`config.mk`:
```
export PLATFORM = sky130hd
export DESIGN_NAME = hazard_ctrl_unit
export DESIGN_NICKNAME = d
export VERILOG_FILES = /design/src/rtl/hazard_pkg.sv /design/src/rtl/md_busy_tracker.sv /design/src/rtl/hazard_ctrl_unit.sv
export SDC_FILE = /design/constraint.sdc
export NUM_CORES = 1
export LEC_CHECK = 0
export BUFFER_PORTS_ARGS = -buffer_cell sky130_fd_sc_hd__buf_2
export CAP_MARGIN = 0
export CORE_MARGIN = 2
export CORE_UTILIZATION = 47
export DETAILED_ROUTE_END_ITERATION = 10
export MAX_ROUTING_LAYER = met4
export PLACE_DENSITY = 0.87
export SYNTH_ARGS = -nofsm -noshare
export SYNTH_HDL_FRONTEND = slang
export SYNTH_SLANG_ARGS = --single-unit
```
`constraint.sdc`:
```
create_clock -name CLK -period 5.6 [get_ports CLK]
set_input_delay 1.4 -clock CLK [delete_from_list [all_inputs] [get_ports CLK]]
set_output_delay 1.4 -clock CLK [all_outputs]
set_load 0.01 [all_outputs]
```
`src/rtl/hazard_pkg.sv`:
```
// hazard_pkg
//   Shared constants and types for the pipeline hazard controller.
//   FWD_RF/FWD_WB/FWD_MEM : 2-bit execute-stage operand-select encodings.
//   md_state_t            : state of the MDU in-flight tracker.
package hazard_pkg;

  localparam logic [1:0] FWD_RF  = 2'b00;
  localparam logic [1:0] FWD_WB  = 2'b01;
  localparam logic [1:0] FWD_MEM = 2'b10;

  typedef enum logic {
    MD_IDLE = 1'b0,
    MD_BUSY = 1'b1
  } md_state_t;

endpackage : hazard_pkg

```
`src/rtl/md_busy_tracker.sv`:
```
// md_busy_tracker
//   Tracks one in-flight multi-cycle MDU operation. A start pulse in IDLE
//   loads a countdown with MD_LAT-1; the tracker stays BUSY until the count
//   reaches 1, so busy_o is high for exactly MD_LAT-1 cycles.
// Ports
//   clk_i    in   clock, rising edge
//   rst_ni   in   asynchronous active-low reset
//   start_i  in   MDU op issued this cycle (ignored while BUSY)
//   busy_o   out  MDU op in flight (registered)
//   state_o  out  current FSM state, for observation
module md_busy_tracker
  import hazard_pkg::*;
#(
  parameter int MD_LAT = 4,
  parameter int CNT_W  = 3
) (
  input  logic      clk_i,
  input  logic      rst_ni,
  input  logic      start_i,
  output logic      busy_o,
  output md_state_t state_o
);

  md_state_t        state_q, state_d;
  logic [CNT_W-1:0] cnt_q, cnt_d;

  // State register
  always_ff @(posedge clk_i or negedge rst_ni) begin
    if (!rst_ni) begin
      state_q <= MD_IDLE;
      cnt_q   <= '0;
    end else begin
      state_q <= state_d;
      cnt_q   <= cnt_d;
    end
  end

  // Next-state logic
  always_comb begin
    state_d = state_q;
    cnt_d   = cnt_q;
    case (state_q)
      MD_IDLE: begin
        if (start_i) begin
          state_d = MD_BUSY;
          cnt_d   = CNT_W'(MD_LAT - 1);
        end
      end
      MD_BUSY: begin
        // A start here cannot be legal: the decode stall blocks issue.
        if (cnt_q == CNT_W'(1)) begin
          state_d = MD_IDLE;
          cnt_d   = '0;
        end else begin
          cnt_d = cnt_q - CNT_W'(1);
        end
      end
      default: begin
        state_d = MD_IDLE;
        cnt_d   = '0;
      end
    endcase
  end

  // Outputs
  always_comb begin
    busy_o  = (state_q == MD_BUSY);
    state_o = state_q;
  end

endmodule : md_busy_tracker

```
`src/rtl/hazard_ctrl_unit.sv`:
```
// hazard_ctrl_unit
//   Stall/flush/forward control for a 5-stage pipeline. Detects load-use,
//   branch-operand and MDU-busy hazards and produces forwarding selects for
//   the execute and decode stages. All outputs except MdBusy are
//   combinational from inputs and tracker state.
// Handshake: none; every control is a level valid for the current cycle.
// Optional feature: HAZARD_PERF_EN adds saturating StallCnt/FlushCnt.
// Ports
//   CLK, RST                     clock / async active-low reset
//   RsD, RtD, RsE, RtE           source register indices (decode / execute)
//   WriteRegE/M/W, RegWriteE/M/W destination index and write enable per stage
//   MemtoRegE/M                  load in execute / memory
//   BranchD, PCSrcD              branch in decode / branch taken
//   MdStartE, MdUseD             MDU issue in E / decode needs MDU result
//   StallF, StallD, FlushD, FlushE   pipeline register controls
//   ForwardAE/BE (2b), ForwardAD/BD  forwarding selects
//   StallCnt, FlushCnt           perf counters (HAZARD_PERF_EN only)
//   MdBusy                       MDU op in flight
module hazard_ctrl_unit
  import hazard_pkg::*;
#(
  parameter int REG_ADDR = 5,
  parameter int MD_LAT   = 4,
  parameter int CNT_W    = 3
) (
  input  logic                CLK,
  input  logic                RST,
  input  logic [REG_ADDR-1:0] RsD,
  input  logic [REG_ADDR-1:0] RtD,
  input  logic [REG_ADDR-1:0] RsE,
  input  logic [REG_ADDR-1:0] RtE,
  input  logic [REG_ADDR-1:0] WriteRegE,
  input  logic [REG_ADDR-1:0] WriteRegM,
  input  logic [REG_ADDR-1:0] WriteRegW,
  input  logic                RegWriteE,
  input  logic                RegWriteM,
  input  logic                RegWriteW,
  input  logic                MemtoRegE,
  input  logic                MemtoRegM,
  input  logic                BranchD,
  input  logic                PCSrcD,
  input  logic                MdStartE,
  input  logic                MdUseD,
  output logic                StallF,
  output logic                StallD,
  output logic                FlushD,
  output logic                FlushE,
  output logic [1:0]          ForwardAE,
  output logic [1:0]          ForwardBE,
  output logic                ForwardAD,
  output logic                ForwardBD,
`ifdef HAZARD_PERF_EN
  output logic [31:0]         StallCnt,
  output logic [31:0]         FlushCnt,
`endif
  output logic                MdBusy
);

  // Register 0 is hard-wired zero, so it never produces a dependency.
  function automatic logic hit(input logic we,
                               input logic [REG_ADDR-1:0] dst,
                               input logic [REG_ADDR-1:0] src);
    return we && (dst != '0) && (dst == src);
  endfunction

  md_state_t md_state;
  logic      lwstall, brstall, mdstall, stall_raw, stall;

  md_busy_tracker #(
    .MD_LAT (MD_LAT),
    .CNT_W  (CNT_W)
  ) u_md_busy (
    .clk_i   (CLK),
    .rst_ni  (RST),
    .start_i (MdStartE),
    .busy_o  (MdBusy),
    .state_o (md_state)
  );

  always_comb begin
    lwstall   = hit(MemtoRegE, RtE, RsD) || hit(MemtoRegE, RtE, RtD);
    brstall   = BranchD && (hit(RegWriteE, WriteRegE, RsD) || hit(RegWriteE, WriteRegE, RtD) ||
                            hit(MemtoRegM, WriteRegM, RsD) || hit(MemtoRegM, WriteRegM, RtD));
    mdstall   = MdBusy && MdUseD;
    stall_raw = lwstall || brstall || mdstall;
    // Stall/flush controls are forced low while reset is asserted.
    stall     = RST && stall_raw;
    StallF    = stall;
    StallD    = stall;
    FlushE    = stall;
    // A stalled branch still has stale operands, so it must not redirect yet.
    FlushD    = RST && PCSrcD && !stall_raw;
  end

  // Forwarding: the memory stage holds the younger value, so it wins.
  always_comb begin
    ForwardAE = FWD_RF;
    ForwardBE = FWD_RF;
    if (hit(RegWriteM, WriteRegM, RsE))      ForwardAE = FWD_MEM;
    else if (hit(RegWriteW, WriteRegW, RsE)) ForwardAE = FWD_WB;
    if (hit(RegWriteM, WriteRegM, RtE))      ForwardBE = FWD_MEM;
    else if (hit(RegWriteW, WriteRegW, RtE)) ForwardBE = FWD_WB;
    ForwardAD = hit(RegWriteM, WriteRegM, RsD);
    ForwardBD = hit(RegWriteM, WriteRegM, RtD);
  end

`ifdef HAZARD_PERF_EN
  logic [31:0] stall_cnt_q, stall_cnt_d;
  logic [31:0] flush_cnt_q, flush_cnt_d;

  always_comb begin
    stall_cnt_d = stall_cnt_q;
    flush_cnt_d = flush_cnt_q;
    if (stall && (stall_cnt_q != '1))  stall_cnt_d = stall_cnt_q + 32'd1;
    if (FlushD && (flush_cnt_q != '1)) flush_cnt_d = flush_cnt_q + 32'd1;
  end

  always_ff @(posedge CLK or negedge RST) begin
    if (!RST) begin
      stall_cnt_q <= '0;
      flush_cnt_q <= '0;
    end else begin
      stall_cnt_q <= stall_cnt_d;
      flush_cnt_q <= flush_cnt_d;
    end
  end

  assign StallCnt = stall_cnt_q;
  assign FlushCnt = flush_cnt_q;
`endif

endmodule : hazard_ctrl_unit

```
==> metrics.yaml <==
crit_path_top_delay_cell: "or4_1"
yosysWarningCount: 0
path_class: "input port to output pin"
yosys.area_share.simple_pct: 21.7
syn_area_um2: 951
viasPerCell: 5.21
cp.arrival_ps: 2750
cts_buffer_depth: 2
crit_fanout: 3
relSlewSlack_pct: 75.5
period_share_pct: 74.1
path_cells: "buf_2 -> or4_1 -> o211ai_1 -> a21oi_1 -> o31a_1 -> buf_2"
portBuffers: 56
setup_viol: 0
via_count: 1021
nets: 219
critPathCaptureType: "output pin"
final_cell_area_um2: 1220
die_h_um: 49.0
ys_seq_area_share_pct: 10.5
ant_nets: 0
htreeDepth: 1
hold_viol_final: 0
tightest_slew_ps: 365
slowest_delay_ps: 510
placed_area_um2: 1190
multi_input_area_um2: 772
fin_crit_ps: 4150
synth_top_family_by_area: "XOR/XNOR gates"
clk_latency_ps: 220
dpl.hpwl_um: 2170
rsz0062_at_grt: "no"
cts_resized: 0
numCtsBuffers: 3
critPathLaunch: "WriteRegE[1]"
syn_inst: 122
worstSetupStartpointType: "input port"
grt_max_degree: 10
synth-xor-area-share_pct: 46.1
start_util_pct: 49.0
outcome: "complete, no violations"
drc_errors: 0
fp.dieW_um: 49.0
first_global_vias: 1038
rrSetupSlack_ps: 4470
drive_above_1_share_pct: 37.9
die_area_um2: 2400
dr.pass1.iters: 4
n_antenna_cell: 0
grt_util_all_layers_pct: 21.5
hp-start: "u_md_busy.cnt_q[1]"
syn_to_final_growth_pct: 27.9
avgSynthCellArea_um2: 7.79
fillers: 172
final_common_cell: "buf_2"
final_max_slew_viol_count: 0
synth.net_count: 170
antenna_found_initial: 0
area.sequential_um2: 100
p_per_area_nw_per_um2: 185
synth-compound-area-share_pct: 10.8
synthMuxAreaShare_pct: 0
drt_iter0_drc: 12
vdd_drop_max_mv: 0.124
clockRootBuffer: "clkbuf_4"
crit_required_ps: 4200
io_pins: 57
clk_pin_slew_ps: 30
ys_seq_elements: 4
p_leak_nw: 0.574
ys_types: 26
overflow: 0
drt-total-wl_um: 2390
place_congestion: 0.924
hp-class: "flip-flop to flip-flop"
cap_viol_max_count: 0
mostFrequentLayoutCells: "56 x buf_2, 36 x xor2_1, 14 x xnor2_1"
cts.sinks: 4
avgRoutedWirePerCell_um: 12.2
core_um2: 1940
rows: 16
finClkSkew_ps: 0.622
holdBufCountCts: 0
post-cts-setup-buffers: 0
finalSetupTns_ps: 0
synthAdderAreaFrac_pct: 2.63
path_common_cell: "buf_2"
grt_pass1_wl_um: 4150
cts_tree: "built"
r2r-start: "u_md_busy.cnt_q[1]"
clock.fmax_mhz: 241
==> per-layer routing <==
metal  routed length, um  GRT usage, %
met4                  32          8.10
met5                   0             -
met2                1310          41.3
met1                 938          22.2
met3                 113          2.15
==> state kept, by name, indices dropped and copies added (netlist names) <==
| name | count |
|---|---|
| u_md_busy.cnt_q | 3 |
| u_md_busy.busy_o | 1 |
==> worst paths after layout <==
path | endpoint | depth (start not counted)
max | StallF | 6
min | u_md_busy.cnt_q[1] | 1
min reg2reg | u_md_busy.cnt_q[1] | 1
min in group asynchronous | u_md_busy.busy_o | 1
max in group asynchronous | u_md_busy.cnt_q[1] | 1
max reg2reg | u_md_busy.cnt_q[1] | 5
==> power breakdown <==
group,total [W],internal (W),switching [W]
Clock,0.0000329,0.0000238,0.00000916
Sequential,0.0000560,0.0000430,0.0000130
Combinational,0.000136,0.0000663,0.0000695
Total,0.000225,0.000133,0.0000916
==> worst max-delay path, delay by kind of cell <==
kind	cells	cell delay (ps)
buffers and inverters	2	270
and+or+nand+nor	1	510
AOI/OAI and AO/OA	3	570
==> kinds of logic (layout without fill, tap and decap cells) <==
group	count (synthesis)	after routing
XOR/XNOR	50	50
AND/OR/NAND/NOR	37	37
AO/OA/AOI/OAI	15	15
buffers and inverters	14	61
flip-flops	4	4
adder cells (fa/ha/maj)	2	2
==> per-stage QoR <==
step / hold slack, ps / setup slack, ps / utilization, % / total power (W) / instances
global placement: 468 / 1460 / 61.5 / 0.000184 / 193
global route: 515 / 1390 / 62.6 / 0.000247 / 196
detailed placement: 486 / 1450 / 61.5 / 0.000193 / 193
CTS: 493 / 1450 / 62.6 / 0.000227 / 196
floorplan: 441 / 1520 / - / 0.000150 / 122
finish: 488 / 1450 / 62.6 / 0.000225 / 196
==> Yosys cell counts <==
| cell type | number | area share (%) |
|---|---|---|
| o21ai_1 | 4 | 2.1 |
| nor2_1 | 6 | 2.4 |
| buf_2 | 3 | 1.6 |
| a22oi_2 | 1 | 1.3 |
| or4_1 | 4 | 3.2 |
| buf_4 | 2 | 1.6 |
| nand3b_1 | 1 | 0.79 |
| a21oi_1 | 4 | 2.1 |
| nor3_1 | 7 | 3.7 |
| o21ai_2 | 2 | 1.8 |
| nor2b_1 | 2 | 1.3 |
| or4_4 | 1 | 1.2 |
| o31a_1 | 2 | 1.8 |
| inv_1 | 2 | 0.79 |
| xor2_1 | 36 | 33 |
| nand3_1 | 7 | 3.7 |
| nor4_2 | 1 | 1.3 |
| o21a_1 | 1 | 0.79 |
| dfrtp_1 | 4 | 11 |
| ha_1 | 2 | 2.6 |
| nor4_1 | 4 | 2.6 |
| buf_6 | 2 | 2.4 |
| o211ai_1 | 1 | 0.79 |
| clkbuf_1 | 5 | 2.0 |
| xnor2_1 | 14 | 13 |
| nand2_1 | 4 | 1.6 |
==> area by class of cell <==
| type | instances | share of cell area [%] |
|---|---|---|
| clock buffer | 3 | 1.85 |
| inverter | 2 | 0.617 |
| multi-input combinational | 104 | 63.5 |
| sequential | 4 | 8.23 |
| tap | 27 | 2.78 |
| timing repair buffer | 56 | 23.0 |
Note: power is estimated with default switching activity, not from simulation.
